**config.mk**
```make
export PLATFORM = sky130hd
export DESIGN_NAME = rf_write_arbiter
export DESIGN_NICKNAME = d
export VERILOG_FILES = /design/src/rtl/rf_write_arbiter.sv
export SDC_FILE = /design/constraint.sdc
export NUM_CORES = 1
export LEC_CHECK = 0
export ABC_AREA = 1
export BUFFER_PORTS_ARGS = -buffer_cell sky130_fd_sc_hd__buf_2
export CAP_MARGIN = 20
export CORE_MARGIN = 2
export CORE_UTILIZATION = 47
export CTS_CLUSTER_SIZE = 24
export DETAILED_ROUTE_END_ITERATION = 10
export PLACE_DENSITY = 0.82
export SLEW_MARGIN = 20
export SYNTH_ARGS = -nofsm -noshare
export SYNTH_HDL_FRONTEND = slang
export SYNTH_SLANG_ARGS = --single-unit
```
**constraint.sdc**
```tcl
create_clock -name clk -period 3.8 [get_ports clk]
set_clock_uncertainty 0.15 [all_clocks]
set_input_delay 0.19 -clock clk [delete_from_list [all_inputs] [get_ports clk]]
set_output_delay 0.19 -clock clk [all_outputs]
set_load 0.005 [all_outputs]
```
**src/rtl/rf_write_arbiter.sv**
```systemverilog
// rf_write_arbiter
// Shares the register file's single write port among NREQ requesters.
// Port 0 (pipeline writeback) has fixed top priority; side ports 1..NREQ-1
// are served round-robin, and a per-port starvation counter forces a grant
// to a side writer that has waited MAX_WAIT cycles. The outputs are registered
// and drive RegFile directly.

module rf_write_arbiter #(
    parameter int NREQ     = 4,
    parameter int AW       = 5,
    parameter int DW       = 32,
    parameter int MAX_WAIT = 8,
    localparam int IDW     = (NREQ > 1) ? $clog2(NREQ) : 1,
    localparam int CW      = $clog2(MAX_WAIT + 1)
) (
    input  logic                 reset,
    input  logic                 clk,
    input  logic [NREQ-1:0]      req_valid,
    input  logic [NREQ*AW-1:0]   req_addr,
    input  logic [NREQ*DW-1:0]   req_data,
    output logic [NREQ-1:0]      req_ready,
    output logic                 rf_wr,
    output logic [AW-1:0]        rf_addr,
    output logic [DW-1:0]        rf_data,
    output logic                 grant_vld,
    output logic [IDW-1:0]       grant_id
);

    // Side-port index reached by stepping 'off' places from 'base',
    // wrapping from NREQ-1 back to 1 (port 0 is never part of the ring).
    function automatic logic [IDW-1:0] wrap_idx(input logic [IDW-1:0] base,
                                                input int off);
        int s;
        s = int'(base) + off;
        if (s > NREQ - 1)
            s = s - (NREQ - 1);
        return IDW'(s);
    endfunction

    logic [IDW-1:0]  rr_ptr;
    logic [CW-1:0]   wait_cnt [1:NREQ-1];
    logic [NREQ-1:0] saturated;
    logic            override;
    logic [NREQ-1:0] side_cand;
    logic            side_found;
    logic [IDW-1:0]  side_idx;
    logic            xfer;
    logic [IDW-1:0]  sel_id;
    logic [AW-1:0]   sel_addr;
    logic [DW-1:0]   sel_data;

    // A side port is saturated once its wait counter hits MAX_WAIT; any
    // saturated port switches the arbiter into override mode.
    always_comb begin
        saturated = '0;
        for (int i = 1; i < NREQ; i++)
            saturated[i] = (wait_cnt[i] == CW'(MAX_WAIT));
        override = |saturated;
    end

    // Side ports eligible this cycle: all valid ones normally, only the
    // saturated valid ones while in override.
    always_comb begin
        side_cand = '0;
        for (int i = 1; i < NREQ; i++)
            side_cand[i] = req_valid[i] & (~override | saturated[i]);
    end

    // First eligible side port at or after rr_ptr, in ring order.
    always_comb begin
        side_found = 1'b0;
        side_idx   = '0;
        for (int j = 0; j < NREQ - 1; j++) begin
            if (!side_found && side_cand[wrap_idx(rr_ptr, j)]) begin
                side_found = 1'b1;
                side_idx   = wrap_idx(rr_ptr, j);
            end
        end
    end

    // One-hot accept: port 0 first unless in override, then the side winner.
    always_comb begin
        req_ready = '0;
        sel_id    = '0;
        if (!override && req_valid[0]) begin
            req_ready[0] = 1'b1;
            sel_id       = '0;
        end else if (side_found) begin
            req_ready[side_idx] = 1'b1;
            sel_id              = side_idx;
        end
        xfer = |req_ready;
    end

    // Mux the winning port's address and data toward the output register.
    always_comb begin
        sel_addr = req_addr[int'(sel_id)*AW +: AW];
        sel_data = req_data[int'(sel_id)*DW +: DW];
    end

    // Output register: a transfer shows up for one cycle; idle cycles clear
    // the strobes and leave address, data and id holding their last value.
    // Writes to register 0 are reported but not issued to the register file.
    always_ff @(posedge clk or negedge reset) begin
        if (!reset) begin
            rf_wr     <= 1'b0;
            rf_addr   <= '0;
            rf_data   <= '0;
            grant_vld <= 1'b0;
            grant_id  <= '0;
        end else begin
            grant_vld <= xfer;
            rf_wr     <= xfer && (sel_addr != '0);
            if (xfer) begin
                rf_addr  <= sel_addr;
                rf_data  <= sel_data;
                grant_id <= sel_id;
            end
        end
    end

    // Round-robin pointer moves past a granted side port; port 0 grants
    // leave it where it is.
    always_ff @(posedge clk or negedge reset) begin
        if (!reset) begin
            rr_ptr <= IDW'(1);
        end else if (xfer && sel_id != '0) begin
            if (sel_id == IDW'(NREQ - 1))
                rr_ptr <= IDW'(1);
            else
                rr_ptr <= sel_id + IDW'(1);
        end
    end

    // Starvation counters: count stalled cycles, saturate at MAX_WAIT,
    // restart whenever the port is served or drops its request.
    always_ff @(posedge clk or negedge reset) begin
        if (!reset) begin
            for (int i = 1; i < NREQ; i++)
                wait_cnt[i] <= '0;
        end else begin
            for (int i = 1; i < NREQ; i++) begin
                if (!req_valid[i] || req_ready[i])
                    wait_cnt[i] <= '0;
                else if (wait_cnt[i] != CW'(MAX_WAIT))
                    wait_cnt[i] <= wait_cnt[i] + CW'(1);
            end
        end
    end

endmodule

```
# Word level (Yosys, flattened, before mapping)
# Index checks and enable logic that the tools add are counted.
# word_totals
ff_bits,55
# classes
mux,29
n_addsub,9
mul,1
magnitude_cmp,8
shifts,2
reduce_logical,22
n_eq_ne,7
bitwise,7
# op_table
operator,n
128-bit by 8-bit indexed part select with 32-bit output,1
4-bit 2-to-1 mux,7
20-bit by 6-bit indexed part select with 5-bit output,1
2-bit 2-to-1 mux,9
4-bit by 1-bit adder with 4-bit output (second input constant),3
4-bit equality test (second input constant),3
2-bit by 3-bit < comparator with 1-bit output (second input constant),4
4-bit inequality test (second input constant),3
1-bit 2-to-1 mux,8
2-bit nonzero test,4
1-bit binary-select mux with 2-bit select,3
3-bit by 2-bit greater-than comparator with 1-bit output (second input constant),2
1-bit logical AND,6
1-bit zero test,6
2-bit subtractor (second input constant),3
2-bit by 3-bit multiplier with 5-bit output (second input constant),1
5-bit nonzero test,1
4-bit OR reduction,1
2-bit by 1-bit adder with 3-bit output (second input constant),1
2-bit by 2-bit adder with 3-bit output (second input constant),1
1-bit bitwise AND,3
1-bit logical OR,3
3-bit 2-to-1 mux,1
1-bit bitwise OR,3
other kinds (7),7

# Logic depth before layout (Yosys ltp)
# depth
word_depth,22
depth_mapped,24
mapped_depth_nobuf,23

# Worst setup path after synthesis
# No wires, ideal clock.
# synth_timing
kind,register -> register
from,register rr_ptr[0]
to,register rr_ptr[1]
path_slack_ps,946
period_less_slack_ps,2854
path_stages_with_launch,16
arrival_time_ps,2583
setup_time_ps,121
path_cell_list,dfstp_2 > inv_1 > ha_1 > inv_1 > nand3_1 > nand2_1 > o21ai_1 > nor2_4 > nand2_4 > nand3_2 > buf_6 > buf_4 > ha_1 > or2_1 > nand2_1 > o21ai_1
# synth_between
elab_chain_cells,19
# synth_rtl
item,line_no,rtl
"start, declared",40,logic [IDW-1:0] rr_ptr;
"start signal, assigned",131,rr_ptr <= sel_id + IDW'(1);
branches (longest 19 deep; another with 2-bit by 1-bit adder with 3-bit output),-,
# Parallel ways; which one is timed is not known. The select of a mux whose other input is x is not followed.
# A chain may end at the register's enable or synchronous reset.

# Worst setup path in the final report
# layout_timing
from,register rr_ptr[0]
to,output port req_ready[2]
# layout_between
elab_chain_cells,17
# layout_rtl
item,line_no,rtl
branches (longest 15 deep; another with 2-bit by 1-bit adder with 3-bit output),-,
4-bit 2-to-1 mux *,88,end else if (side_found) begin
3-bit 2-to-1 mux *,85,if (!override && req_valid[0]) begin
"end, declared",21,"output logic [NREQ-1:0] req_ready,"
# Mark *: on every way between the ends. The select of a mux whose other input is x is not followed.

==> summary.md <==
| Metric | Value |
|---|---|
| Total of max-cap violations | 0 |
| GRT overflow | 0 |
| Commonest non-fill, non-tap cells in the layout | buf_2, nand2_1, inv_1 |
| Resized cells post-CTS | 0 |
| DRC errors left | 0 |
| Starting Density | between 40 and 50% |
| Routability cong. | 0.924 |
| Reg2Reg Depth | 14 |
| Final ANT Viol Nets | 0 |
| Crit end category | output pin |
| Max Clock Freq | 302 MHz |
| Total global routing track utilization | 23.2% |
| Hold_ws | 0.118 ns |
| Synth Register Bits | 55 |
| Clock Sinks | 55 |
| Commonest non-fill, non-tap cell in the layout | buf_2 |
| Pwr dens | 949 nW/um^2 |
| Avg Inst Size Synth | between 6 and 7 sq um |
| Rows | 33 |
| Share of the synthesized area in the top cell type | 34.3% |
| First-pass GRT wire length | 16900 um |
| Unrepaired setup endpoints after global routing | false |
| Io pins | 199 |
| Max Root-Sink Buffers | 2 |
| PortBufs | 198 |
| Vias in the first global route | 3754 |
| Finish-stage setup viols | 0 |
| Die ar. | 9140 sq um |
| Tcrit/Tclk final | 87.2% |
| Clock Latency Late Sink | 0.30 ns |
| Status | completed |
| Vias per inst | 5.05 |
| Filler cell count | ~760 |
| Place WS | approximately 0.51 ns |
| Leak pwr | 2.84 nW |
| Final HPWL DP | 8830 um |
| Slew margin rel. | 55.5% |
| Pins Over Slew Limit | 0 |
| WP data arrival | between 2 and 3 ns |
| Synth top area cells | dfrtp_1, nand2_1, o21ai_1 |
| Drt wl/cell | 13.2 um |
| H-tree depth | 2 |
| Final WL | 11300 um |
| Core Area | 8180 sq um |
| VDD IR max | 0.563 mV |
| Final Critical Period | approximately 3.3 ns |
| Syn Nets | ~740 |
| Post-Syn Area | 3950 sq um |
| Layout net count | 914 |
| Initial detailed-routing violation count | 201 |
| Proportion of layout cells with a drive suffix above 1 | around a third |
| Reg clk slew, reported paths | about 0.10 ns |
| Yosys top cell by area | dfrtp_1 |
| Setup ws final | ~0.5 ns |
| Root Buffer | clkbuf_8 |
| Register area share after synthesis | 34.9% |
| CTS tree | yes |
| Largest net degree at the start of global routing | 73 |
| Min-delay worst type | in -> reg |
| Fin Setup TNS | 0 ns |
| Startpoint Class | register |
| Hold Violations, Final | 0 |
| Unique masters post-synth | 33 |
| Die width | around 96 um |
| Cells after synthesis | between 500 and 600 |
| Hold Crit Depth | 5 |
| Slew @ Worst Pin | 0.667 ns |
| Initial antenna violation count | 0 |
| TritonCTS Buffers | 5 |
| Ys Warns | 0 |
| Worst Path Max Fanout | 12 |
| First-pass DRT Iterations | 4 |
| Routed via count | 4322 |
| Worst EP required | 3.46 ns |
| Syn-to-layout area delta | 27.5% |
| CP Class | reg -> out |
| Post-CTS Setup Repair Bufs | 0 |
| # diodes | 0 |
| Die height | roughly 96 um |
cells in the mapped netlist (all sizes together):
master    n
a21oi     4
ha       10
nand3    29
clkbuf    2
buf      30
or2       1
xnor2     3
inv      70
o21ai    73
dfstp     1
a211oi    3
o22ai    32
nor2     58
a31oi     4
xor2      3
nor3      4
nand4     9
dfrtp    54
nand2   181
sequential cells by signal, indices dropped and copies added (netlist names):
name / count
grant_id: 2
grant_vld: 1
rf_data: 32
wait_cnt: 12
rf_addr: 5
rr_ptr: 2
rf_wr: 1
layout make-up:
class | instances | area (sq um) | area share (%)
multi-input cells | 414 | 2100 | 41.8
flip-flops and latches | 55 | 1380 | 27.4
repair buffers | 204 | 1060 | 21.1
inverters | 70 | 265 | 5.27
well taps | 105 | 131 | 2.61
clock buffers | 6 | 72.6 | 1.44
clock inverters | 2 | 16.3 | 0.323
critical path, cell delays in order (launching register included):
cell	delay, ns
dfstp_2	0.59
inv_1	0.07
ha_1	0.40
inv_1	0.15
nand2_1	0.06
nand2_1	0.05
nand2_1	0.05
nand2_2	0.10
nand2_2	0.08
nor2_4	0.13
nand2_2	0.12
nand2_4	0.12
nand2_1	0.28
nor2_1	0.30
buf_2	0.16
logic make-up (layout without fill, tap and decap cells):
kind of cell / count (synthesis) / after routing / synth area share [%]
and+or+nand+nor: 282 / 282 / 32.1
AOI/OAI and AO/OA: 116 / 116 / 16.5
buffers and inverters: 102 / 282 / 12.0
DFF: 55 / 55 / 34.9
adders and majority gates: 10 / 10 / 3.17
xor gates and xnor gates: 6 / 6 / 1.33
power by group:
group	switching, W	internal, W
sequential	0.000174	0.000903
clock	0.000185	0.000133
combinational	0.00222	0.00116
worst paths after layout:
kind | from | end | slack, ns
worst max-delay path | rr_ptr[0] | req_ready[2] | 0.49
min in group asynchronous | reset | wait_cnt[0] | 0.25
worst max register to register | rr_ptr[0] | rf_addr[2] | 0.54
max in group asynchronous | reset | rr_ptr[0] | 2.41
worst min register to register | grant_id[0] | grant_id[0] | 0.34
worst min-delay path | req_data[55] | rf_data[23] | 0.12
repair_timing:
| item | in CTS | in global routing |
|---|---|---|
| hold endpoints to repair | 23 | 0 |
| hold buffers | 1 | 0 |
| setup endpoints to repair | 0 | 0 |
metrics by stage:
| step | instances | cell area [sq um] | power (W) | utilization, % |
|---|---|---|---|---|
| 2_1_floorplan | 571 | 3950 | 0.00368 | - |
| 3_5_place_dp | 847 | 4930 | 0.00446 | 60.3 |
| 3_3_place_gp | 847 | 4930 | 0.00430 | 60.3 |
| 4_1_cts | 856 | 5030 | 0.00480 | 61.5 |
| 5_1_grt | 856 | 5030 | 0.00529 | 61.5 |
| 6_report | 856 | 5030 | 0.00477 | 61.5 |
metal layers:
layer  GRT usage, %  share of wire (%)
met5              0                  0
met4           5.95                1.5
met3           3.87                6.8
met2           39.2                 50
met1           31.1                 42
Note: power is estimated with default switching activity, not from simulation.
